`src/rtl/wta_inhibition_vote_if.sv`:
```
// Bundle of the signals shared by the winner-take-all voter and its environment.
//   master : drives en/start/spikes and observes the results (the neuron-array side / bench)
//   slave  : the voter itself
// Signals:
//   en         global enable
//   start      one-cycle pulse that begins a sample window
//   spikes     out_spike bits of the excitatory neurons
//   inh        registered lateral inhibition back to each neuron
//   busy       high while counting or scanning
//   done       one-cycle pulse when winner is valid
//   winner     index of the neuron with the most spikes
//   winner_cnt spike count of the winner
//   no_spike   set together with winner when every count is zero
interface wta_inhibition_vote_if #(
  parameter int unsigned N_NEURON = 16,
  parameter int unsigned IDX_W    = 4,
  parameter int unsigned CNT_W    = 16
);
  logic                en;
  logic                start;
  logic [N_NEURON-1:0] spikes;
  logic [N_NEURON-1:0] inh;
  logic                busy;
  logic                done;
  logic [IDX_W-1:0]    winner;
  logic [CNT_W-1:0]    winner_cnt;
  logic                no_spike;

  modport master (
    output en, start, spikes,
    input  inh, busy, done, winner, winner_cnt, no_spike
  );

  modport slave (
    input  en, start, spikes,
    output inh, busy, done, winner, winner_cnt, no_spike
  );
endinterface

```
`src/rtl/wta_inhibition_vote.sv`:
```
// Winner-take-all voter placed directly after the excitatory neuron array.
// Each enabled cycle of a sample window it counts spikes per neuron and drives lateral
// inhibition (any spike inhibits every other neuron for INH_HOLD cycles). At the end of the
// window a serial argmax scan (one neuron per clock) picks the neuron with the most spikes,
// ties going to the lowest index.
// Ports:
//   clk  clock
//   rst  synchronous, active-high reset
//   bus  slave side of wta_inhibition_vote_if (en, start, spikes in; inh, busy, done,
//        winner, winner_cnt, no_spike out; all outputs registered)
module wta_inhibition_vote #(
  parameter int unsigned N_NEURON    = 16,
  parameter int unsigned IDX_W       = 4,
  parameter int unsigned CNT_W       = 16,
  parameter int unsigned ENCODE_TIME = 23,
  parameter int unsigned T_WINDOW    = 250,
  parameter int unsigned INH_HOLD    = 1
) (
  input logic                 clk,
  input logic                 rst,
  wta_inhibition_vote_if.slave bus
);

  localparam int unsigned WIN    = T_WINDOW * (ENCODE_TIME + 1);
  localparam int unsigned WIN_W  = (WIN > 1) ? $clog2(WIN) : 1;
  localparam int unsigned HOLD_W = $clog2(INH_HOLD + 1);
  localparam logic [CNT_W-1:0] CntMax = '1;

  typedef enum logic [1:0] {StIdle, StRun, StScan, StDone} state_e;

  state_e              state_q;
  logic [CNT_W-1:0]    cnt_q [N_NEURON];
  logic [WIN_W-1:0]    win_q;
  logic [HOLD_W-1:0]   hold_q, hold_d;
  logic [N_NEURON-1:0] mask_q, mask_d;
  logic [N_NEURON-1:0] inh_q, inh_d;
  logic [IDX_W-1:0]    scan_idx_q;
  logic [IDX_W-1:0]    best_idx_q;
  logic [CNT_W-1:0]    best_cnt_q;
  logic [CNT_W-1:0]    cnt_sel;
  logic                busy_q, done_q, no_spike_q;
  logic [IDX_W-1:0]    winner_q;
  logic [CNT_W-1:0]    winner_cnt_q;

  // Next hold/mask for an enabled RUN cycle; a new spike event always reloads.
  always_comb begin
    mask_d = mask_q;
    hold_d = hold_q;
    if (bus.spikes != '0) begin
      mask_d = bus.spikes;
      hold_d = HOLD_W'(INH_HOLD);
    end else if (hold_q != '0) begin
      hold_d = hold_q - 1'b1;
    end
  end

  // A neuron is inhibited when some *other* neuron is in the latched event mask.
  always_comb begin
    inh_d = '0;
    for (int i = 0; i < N_NEURON; i++) begin
      inh_d[i] = (hold_d != '0) && ((mask_d & ~(N_NEURON'(1) << i)) != '0);
    end
  end

  // Count of the neuron currently under the scan pointer.
  always_comb begin
    cnt_sel = '0;
    for (int i = 0; i < N_NEURON; i++) begin
      if (scan_idx_q == IDX_W'(i)) cnt_sel = cnt_q[i];
    end
  end

  always_ff @(posedge clk) begin
    if (rst) begin
      state_q      <= StIdle;
      cnt_q        <= '{default: '0};
      win_q        <= '0;
      hold_q       <= '0;
      mask_q       <= '0;
      inh_q        <= '0;
      scan_idx_q   <= '0;
      best_idx_q   <= '0;
      best_cnt_q   <= '0;
      busy_q       <= 1'b0;
      done_q       <= 1'b0;
      winner_q     <= '0;
      winner_cnt_q <= '0;
      no_spike_q   <= 1'b0;
    end else begin
      done_q <= 1'b0;
      case (state_q)
        StIdle: begin
          if (bus.start) begin
            cnt_q   <= '{default: '0};
            win_q   <= '0;
            hold_q  <= '0;
            mask_q  <= '0;
            inh_q   <= '0;
            busy_q  <= 1'b1;
            state_q <= StRun;
          end
        end
        StRun: begin
          if (bus.en) begin
            for (int i = 0; i < N_NEURON; i++) begin
              if (bus.spikes[i] && (cnt_q[i] != CntMax)) cnt_q[i] <= cnt_q[i] + 1'b1;
            end
            if (win_q == WIN_W'(WIN - 1)) begin
              // Last window cycle: its spikes are still counted above.
              hold_q     <= '0;
              mask_q     <= '0;
              inh_q      <= '0;
              scan_idx_q <= '0;
              best_idx_q <= '0;
              best_cnt_q <= '0;
              state_q    <= StScan;
            end else begin
              win_q  <= win_q + 1'b1;
              hold_q <= hold_d;
              mask_q <= mask_d;
              inh_q  <= inh_d;
            end
          end
        end
        StScan: begin
          // Strict compare keeps the lowest index on ties.
          if (cnt_sel > best_cnt_q) begin
            best_idx_q <= scan_idx_q;
            best_cnt_q <= cnt_sel;
          end
          if (scan_idx_q == IDX_W'(N_NEURON - 1)) begin
            busy_q  <= 1'b0;
            state_q <= StDone;
          end else begin
            scan_idx_q <= scan_idx_q + 1'b1;
          end
        end
        StDone: begin
          done_q       <= 1'b1;
          winner_q     <= best_idx_q;
          winner_cnt_q <= best_cnt_q;
          no_spike_q   <= (best_cnt_q == '0);
          state_q      <= StIdle;
        end
        default: state_q <= StIdle;
      endcase
    end
  end

  assign bus.inh        = inh_q;
  assign bus.busy       = busy_q;
  assign bus.done       = done_q;
  assign bus.winner     = winner_q;
  assign bus.winner_cnt = winner_cnt_q;
  assign bus.no_spike   = no_spike_q;

endmodule

```
`src/flat_wrapper.sv`:
```
// flat-port wrapper written by rule: the top's interface ports become plain ports
module wta_inhibition_vote_flat 
#(
  parameter int unsigned N_NEURON    = 16,
  parameter int unsigned IDX_W       = 4,
  parameter int unsigned CNT_W       = 16,
  parameter int unsigned ENCODE_TIME = 23,
  parameter int unsigned T_WINDOW    = 250,
  parameter int unsigned INH_HOLD    = 1
)
  (clk, rst, bus_en, bus_start, bus_spikes, bus_inh, bus_busy, bus_done, bus_winner, bus_winner_cnt, bus_no_spike);
  wta_inhibition_vote_if #(.N_NEURON(N_NEURON), .IDX_W(IDX_W), .CNT_W(CNT_W)) bus_i ();
  input logic clk;
  input logic rst;
  input wire logic [$bits(bus_i.en)-1:0] bus_en;
  input wire logic [$bits(bus_i.start)-1:0] bus_start;
  input wire logic [$bits(bus_i.spikes)-1:0] bus_spikes;
  output wire logic [$bits(bus_i.inh)-1:0] bus_inh;
  output wire logic [$bits(bus_i.busy)-1:0] bus_busy;
  output wire logic [$bits(bus_i.done)-1:0] bus_done;
  output wire logic [$bits(bus_i.winner)-1:0] bus_winner;
  output wire logic [$bits(bus_i.winner_cnt)-1:0] bus_winner_cnt;
  output wire logic [$bits(bus_i.no_spike)-1:0] bus_no_spike;
  assign bus_i.en = bus_en;
  assign bus_i.start = bus_start;
  assign bus_i.spikes = bus_spikes;
  assign bus_inh = bus_i.inh;
  assign bus_busy = bus_i.busy;
  assign bus_done = bus_i.done;
  assign bus_winner = bus_i.winner;
  assign bus_winner_cnt = bus_i.winner_cnt;
  assign bus_no_spike = bus_i.no_spike;
  wta_inhibition_vote #(.N_NEURON(N_NEURON), .IDX_W(IDX_W), .CNT_W(CNT_W), .ENCODE_TIME(ENCODE_TIME), .T_WINDOW(T_WINDOW), .INH_HOLD(INH_HOLD)) u_core (.clk(clk), .rst(rst), .bus(bus_i));
endmodule
```
`config.mk`:
```
export PLATFORM = sky130hd
export DESIGN_NAME = wta_inhibition_vote_flat
export DESIGN_NICKNAME = d
export VERILOG_FILES = /design/src/rtl/wta_inhibition_vote_if.sv /design/src/rtl/wta_inhibition_vote.sv /design/src/flat_wrapper.sv
export SDC_FILE = /design/constraint.sdc
export NUM_CORES = 1
export LEC_CHECK = 0
export ABC_AREA = 1
export BUFFER_PORTS_ARGS = -buffer_cell sky130_fd_sc_hd__buf_2
export CAP_MARGIN = 20
export CORE_UTILIZATION = 30
export CTS_CLUSTER_SIZE = 12
export DETAILED_ROUTE_END_ITERATION = 16
export GPL_ROUTABILITY_DRIVEN = 0
export HOLD_SLACK_MARGIN = 0.05
export SYNTH_ARGS = -nofsm -noshare
export SYNTH_HDL_FRONTEND = slang
export SYNTH_SLANG_ARGS = --single-unit
```
`constraint.sdc`:
```
create_clock -name clk -period 9.4 [get_ports clk]
set_clock_uncertainty 0.15 [all_clocks]
set_input_delay 1.41 -clock clk [delete_from_list [all_inputs] [get_ports clk]]
set_output_delay 1.41 -clock clk [all_outputs]
set_load 0.1 [all_outputs]
```
==> flow_summary.json, run 1 <==
{
  "synth_area_um2": 18600,
  "path_cells": "inv_1 -> ha_1 -> clkinv_1 -> nor2_1 -> clkinv_1 -> nand2_1 -> nand3b_1 -> nand2_1 -> nand2_1 -> nand2_1 -> nand3_1 -> nand3_1 -> a21boi_0 -> ha_1 -> nand2_1 -> nor4_1 -> nand2_1 -> o211ai_1 -> a21boi_1 -> buf_4 -> nor2_1 -> buf_4 -> nand3_1 -> a21oi_1",
  "synth_cell_types": 54,
  "max_freq_mhz": 163,
  "io_buffers": 58,
  "dieArea_um2": 63100,
  "fill_cells": 6677,
  "async_flop_share": 0,
  "yosys_most_used_dff": "dfxtp_1",
  "cts_tree": "yes",
  "holdBufCountCts": 0,
  "final_antenna_net_count": 0,
  "groute.usage.overall": 0.179,
  "synth_edf_count": 0,
  "cts_buffers": 41,
  "final.period_utilization": 0.652,
  "critPathMostFrequentCell": "nand2_1",
  "synth_most_common_cell": "nand2_1",
  "syn_to_final_growth_pct": 13.2,
  "first_global_vias": 16400,
  "drcViolationCount": 0,
  "diodes": 0,
  "slew_headroom": 0.340,
  "overflow": 0,
  "slowest_stage": "nor2_1",
  "wl_per_cell_um": 15.5,
  "power.leakage_nw": 7.73,
  "min_path_type": "register to register",
  "yosys-top-cells-area": "dfxtp_1, nand2_1, a21oi_1",
  "power_density_nw_per_um2": 215,
  "die_h_um": 251,
  "clkTransAtPathRegs_ns": 0.06,
  "htree_levels": 2,
  "row_count": 91,
  "postSynthCellCount": 2783,
  "worstSkewPairLatency_ns": 0.58,
  "pin_count": 59,
  "synth_seq_cells": 350,
  "antenna_found_initial": 0,
  "fin_crit_ns": 6.13,
  "hold_viol_final": 0,
  "netlist_top_cells_count": "nand2_1, dfxtp_1, inv_1",
  "vdd_drop_max_mv": 0.150,
  "finalMaxSlewViolations": 0,
  "viasPerCell": 4.95,
  "grt_max_degree": 69,
  "drv_cap": 0,
  "postCtsSetupRepairBufs": 0,
  "initial_core_util": 0.303,
  "drive_gt1_frac": 0.0891,
  "drt_iter0_markers": 1692,
  "timing.final.ws_setup_ns": 3.27,
  "rsz0062_at_grt": "no",
  "cts_max_path_buffers": 3,
  "dpl.hpwl_um": 41600,
  "grt_pass1_wl_um": 90200,
  "cp-end-kind": "register",
  "worst_setup_path_start_kind": "register",
  "ys_warn_count": 0,
  "worst_ep_required_time_ns": 9.75,
  "drt-total-wl_um": 56800,
  "root_buffer": "clkbuf_16",
  "nets": 2868,
  "core_um2": 61600,
  "worstMarginPinSlew_ns": 0.986,
  "firstDrtPassIters": 6,
  "numClockSinks": 350,
  "crit_fanout": 21,
  "seq_area_frac_synth": 0.376,
  "pre_cts_ws_ns": 3.42,
  "vias": 18200,
  "syn-mean-instance-area_um2": 6.70,
  "synth_nets": 2844,
  "synth_top_cell_by_area": "dfxtp_1",
  "synth_top_area_frac": 0.376,
  "status": "finished clean",
  "die_w_um": 251,
  "tns_ns": 0,
  "cpPeakStageDelay_ns": 0.91,
  "cts-resized-gates": 0,
  "criticalPathCategory": "register to register",
  "cp_data_arrival_time_ns": 6.47,
  "setup_viol": 0
}
worst paths after layout:
kind	start	endpoint	slack, ns	cells after the start
worst max-delay path	u_core.scan_idx_q[1]	u_core.best_cnt_q[14]	3.27	24
worst max register to register	u_core.scan_idx_q[1]	u_core.best_cnt_q[14]	3.27	24
worst min-delay path	u_core.bus.inh[2]	u_core.bus.inh[2]	0.31	2
worst min register to register	u_core.bus.inh[2]	u_core.bus.inh[2]	0.31	2
area by class of cell:
cell class                 count  area, um2  area share
clock buffer                  63       1260      0.0597
multi-input combinational   1977       9880       0.468
tap                          837       1050      0.0496
clock inverter                11       97.6     0.00463
sequential                   350       7010       0.332
timing repair buffer          74        434      0.0206
inverter                     363       1370      0.0649
state kept, by name, summed over array words and instances (netlist names), 2 cells and up:
name,cells
u_core.state_q,2
u_core.bus.winner,4
u_core.bus.winner_cnt,16
u_core.cnt_q,256
u_core.bus.inh,16
u_core.mask_q,16
u_core.win_q,13
u_core.best_idx_q,4
u_core.scan_idx_q,4
u_core.best_cnt_q,16
per-layer routing:
layer  global-route usage  vias up  routed length, um
met5                    0        -                  0
met4               0.0631        0               1720
met3               0.0260       95               3710
met2                0.270      541              24200
met1                0.256     8282              27200
li1                     -     9290                  -
through the flow:
stage                     hold slack [ns]  power [mW]  cell area, um2  utilization  instances
final                               0.309        4.53           21100        0.342       3675
after global routing                0.327        4.73           21100        0.342       3675
after CTS                           0.312        4.55           21100        0.342       3672
after detailed placement            0.303        2.93           19700        0.320       3598
after global placement              0.298        2.93           19700        0.320       3598
after floorplan                     0.285        2.61           18600            -       2783
placed cells by master, fill, tap and decap left out, types with 43 or more instances in the layout:
master / count
a21oi_1: 342
buf_2: 57
clkbuf_16: 43
dfxtp_1: 350
inv_1: 343
nand2_1: 649
nand3_1: 210
nor2_1: 201
nor3_1: 123
o21ai_0: 162
cell families (layout without fill, tap and decap cells):
kind of cell	Yosys count	in the layout	share of synthesized area
and+or+nand+nor	1331	1331	0.322
AOI/OAI and AO/OA	602	602	0.178
buffers and inverters	456	511	0.0949
DFF	350	350	0.376
adders and majority gates	41	41	0.0275
xor gates and xnor gates	3	3	0.00141
power by group:
group / switching (mW) / internal (mW)
Clock: 0.664 / 0.951
Combinational: 1.03 / 0.247
Sequential: 0.0662 / 1.57
critical path: cells and delay by family, from the launching register on:
family                     cells  cell delay [ns]
and+or+nand+nor               13             2.65
buffers and inverters          5             1.84
AOI/OAI and AO/OA              4             0.56
adders and majority gates      2             0.48
DFF                            1             0.36
Power figures use the tool's default switching activity.
==> run 2: changes to the inputs <==
==> constraint.sdc (replaced) <==
create_clock -name clk -period 6.2 [get_ports clk]
set_clock_uncertainty 0.15 [all_clocks]
set_input_delay 0.93 -clock clk [delete_from_list [all_inputs] [get_ports clk]]
set_output_delay 0.93 -clock clk [all_outputs]
set_load 0.1 [all_outputs]
==> run 2 against run 1 <==
Sequential share of layout area shrank 0.19 points. Utilization rose by 0.20 points. Sequential power is 52% higher. Maximum frequency is 19% higher. Largest power group is now the clock network.
==> flow_summary.json, run 2 (same netlist as run 1, synthesis figures left out) <==
{
  "diodes": 0,
  "groute.usage.overall": 0.178,
  "overflow": 0,
  "max_freq_mhz": 195,
  "stdcell_count": 3684,
  "critPathMostFrequentCell": "nand2_1",
  "cpPeakStageDelay_ns": 0.48,
  "syn_to_final_growth_pct": 13.8,
  "pin_count": 59,
  "core_um2": 61600,
  "cts_max_path_buffers": 3,
  "cp_top_family": "simple AND/OR/NAND/NOR gates",
  "slew_headroom": 0.298,
  "grt_util_met1": 0.252,
  "worst_setup_path_start_kind": "register",
  "finalMaxSlewViolations": 0,
  "drive_gt1_frac": 0.0924,
  "firstDrtPassIters": 8,
  "largest_reg_flops": 256,
  "drt-total-wl_um": 57200,
  "crit_fanout": 17,
  "worstSkewPairLatency_ns": 0.58,
  "tns_ns": 0,
  "rsz0062_at_grt": "no",
  "placed_area_um2": 19800,
  "clkTransAtPathRegs_ns": 0.06,
  "holdWs_ns": 0.311,
  "fin_crit_ns": 5.13,
  "antenna_found_initial": 0,
  "pre_cts_ws_ns": 1.22,
  "power.leakage_nw": 7.81,
  "cp_data_arrival_time_ns": 5.46,
  "drcViolationCount": 0,
  "criticalPathCategory": "register to register",
  "worstMarginPinSlew_ns": 1.05,
  "met2_usage": 0.275,
  "row_count": 91,
  "timing.final.ws_setup_ns": 1.07,
  "min_from": "u_core.bus.inh[1]",
  "min_path_type": "register to register",
  "nets": 2879,
  "first_global_vias": 16400,
  "layout_commonest_cell": "nand2_1",
  "io_buffers": 58,
  "vdd_drop_max_mv": 0.326,
  "cts_tree": "yes",
  "viasPerCell": 4.94,
  "wl_per_cell_um": 15.5,
  "busiest_layer": "met2",
  "drv_cap": 0,
  "htree_levels": 2,
  "hold_depth": 2,
  "placed_cells": 3612,
  "power_density_nw_per_um2": 328,
  "layout_common_cells": "nand2_1, dfxtp_1, inv_1",
  "r2r_slack_ns": 1.07,
  "setup_viol": 0,
  "grt_pass1_wl_um": 89600,
  "r2r-start": "u_core.scan_idx_q[1]",
  "cts-resized-gates": 0,
  "reg2regPathDepth": 27,
  "worst_ep_required_time_ns": 6.53,
  "final.period_utilization": 0.827,
  "die_w_um": 251,
  "drt_iter0_markers": 1521,
  "stdcell_area_um2": 21200,
  "final_antenna_net_count": 0,
  "numClockSinks": 350,
  "die_h_um": 251,
  "dpl.hpwl_um": 42300,
  "initial_core_util": 0.303,
  "dieArea_um2": 63100,
  "grt_util_met3": 0.0325,
  "hold_end": "u_core.bus.inh[1]",
  "status": "finished clean",
  "postCtsSetupRepairBufs": 0,
  "slowest_stage": "nor2_1",
  "r2r-end": "u_core.best_cnt_q[6]",
  "path_buf_inv": 3,
  "hold_viol_final": 0,
  "grt_max_degree": 79,
  "cts_buffers": 40,
  "cp-end-kind": "register",
  "vias": 18200,
  "regMostFlops": "u_core.cnt_q",
  "holdBufCountCts": 0,
  "root_buffer": "clkbuf_16"
}
[run 2: cell count changes in the layout (fill, tap and decap cells not counted)]
cell        delta
clkinvlp_4     -1
clkbuf_1       -1
buf_4         +13
clkbuf_16      -2
buf_6          -1
bufinv_16      +5
clkbuf_8       -4
[run 2: worst min-delay path, delay by kind of cell (launching register included)]
family | cells | cell delay, ns
compound gates | 1 | 0.05
simple gates | 1 | 0.06
flops | 1 | 0.30
[run 2: routing by layer]
| metal | up-vias | routed length [um] |
|---|---|---|
| li1 | 9321 | - |
| met1 | 8308 | 27400 |
| met2 | 476 | 24600 |
| met3 | 86 | 3730 |
| met4 | 0 | 1460 |
| met5 | - | 0 |
[run 2: how the worst max path moves through the flow]
stage / startpoint / to / depth (start not counted)
5_1_grt: u_core.scan_idx_q[1] / u_core.best_idx_q[2] / 29
6_report: u_core.scan_idx_q[1] / u_core.best_cnt_q[6] / 27
2_1_floorplan: u_core.scan_idx_q[1] / u_core.best_cnt_q[0] / 21
3_5_place_dp: u_core.scan_idx_q[1] / u_core.best_cnt_q[6] / 27
4_1_cts: u_core.scan_idx_q[1] / u_core.best_cnt_q[6] / 27
3_3_place_gp: u_core.scan_idx_q[1] / u_core.best_cnt_q[9] / 27
[run 2: through the flow]
step | util | total power, mW
final | 0.344 | 6.96
after detailed placement | 0.321 | 4.46
after floorplan | - | 3.96
after global routing | 0.344 | 7.26
after global placement | 0.321 | 4.46
after CTS | 0.344 | 7.00
[run 2: final cells by class]
type / count / area (um2)
Fill cell: 6661 / 40400
Multi-Input combinational cell: 1977 / 9880
Sequential cell: 350 / 7010
Inverter: 363 / 1370
Clock buffer: 56 / 1150
Tap cell: 837 / 1050
Timing Repair Buffer: 86 / 520
Clock inverter: 15 / 240
[run 2: power breakdown]
part	internal (mW)	total, mW	switching (mW)	leakage (nW)
combinational	0.375	1.95	1.58	4.29
sequential	2.37	2.47	0.0966	2.82
clock	1.55	2.54	0.993	0.689
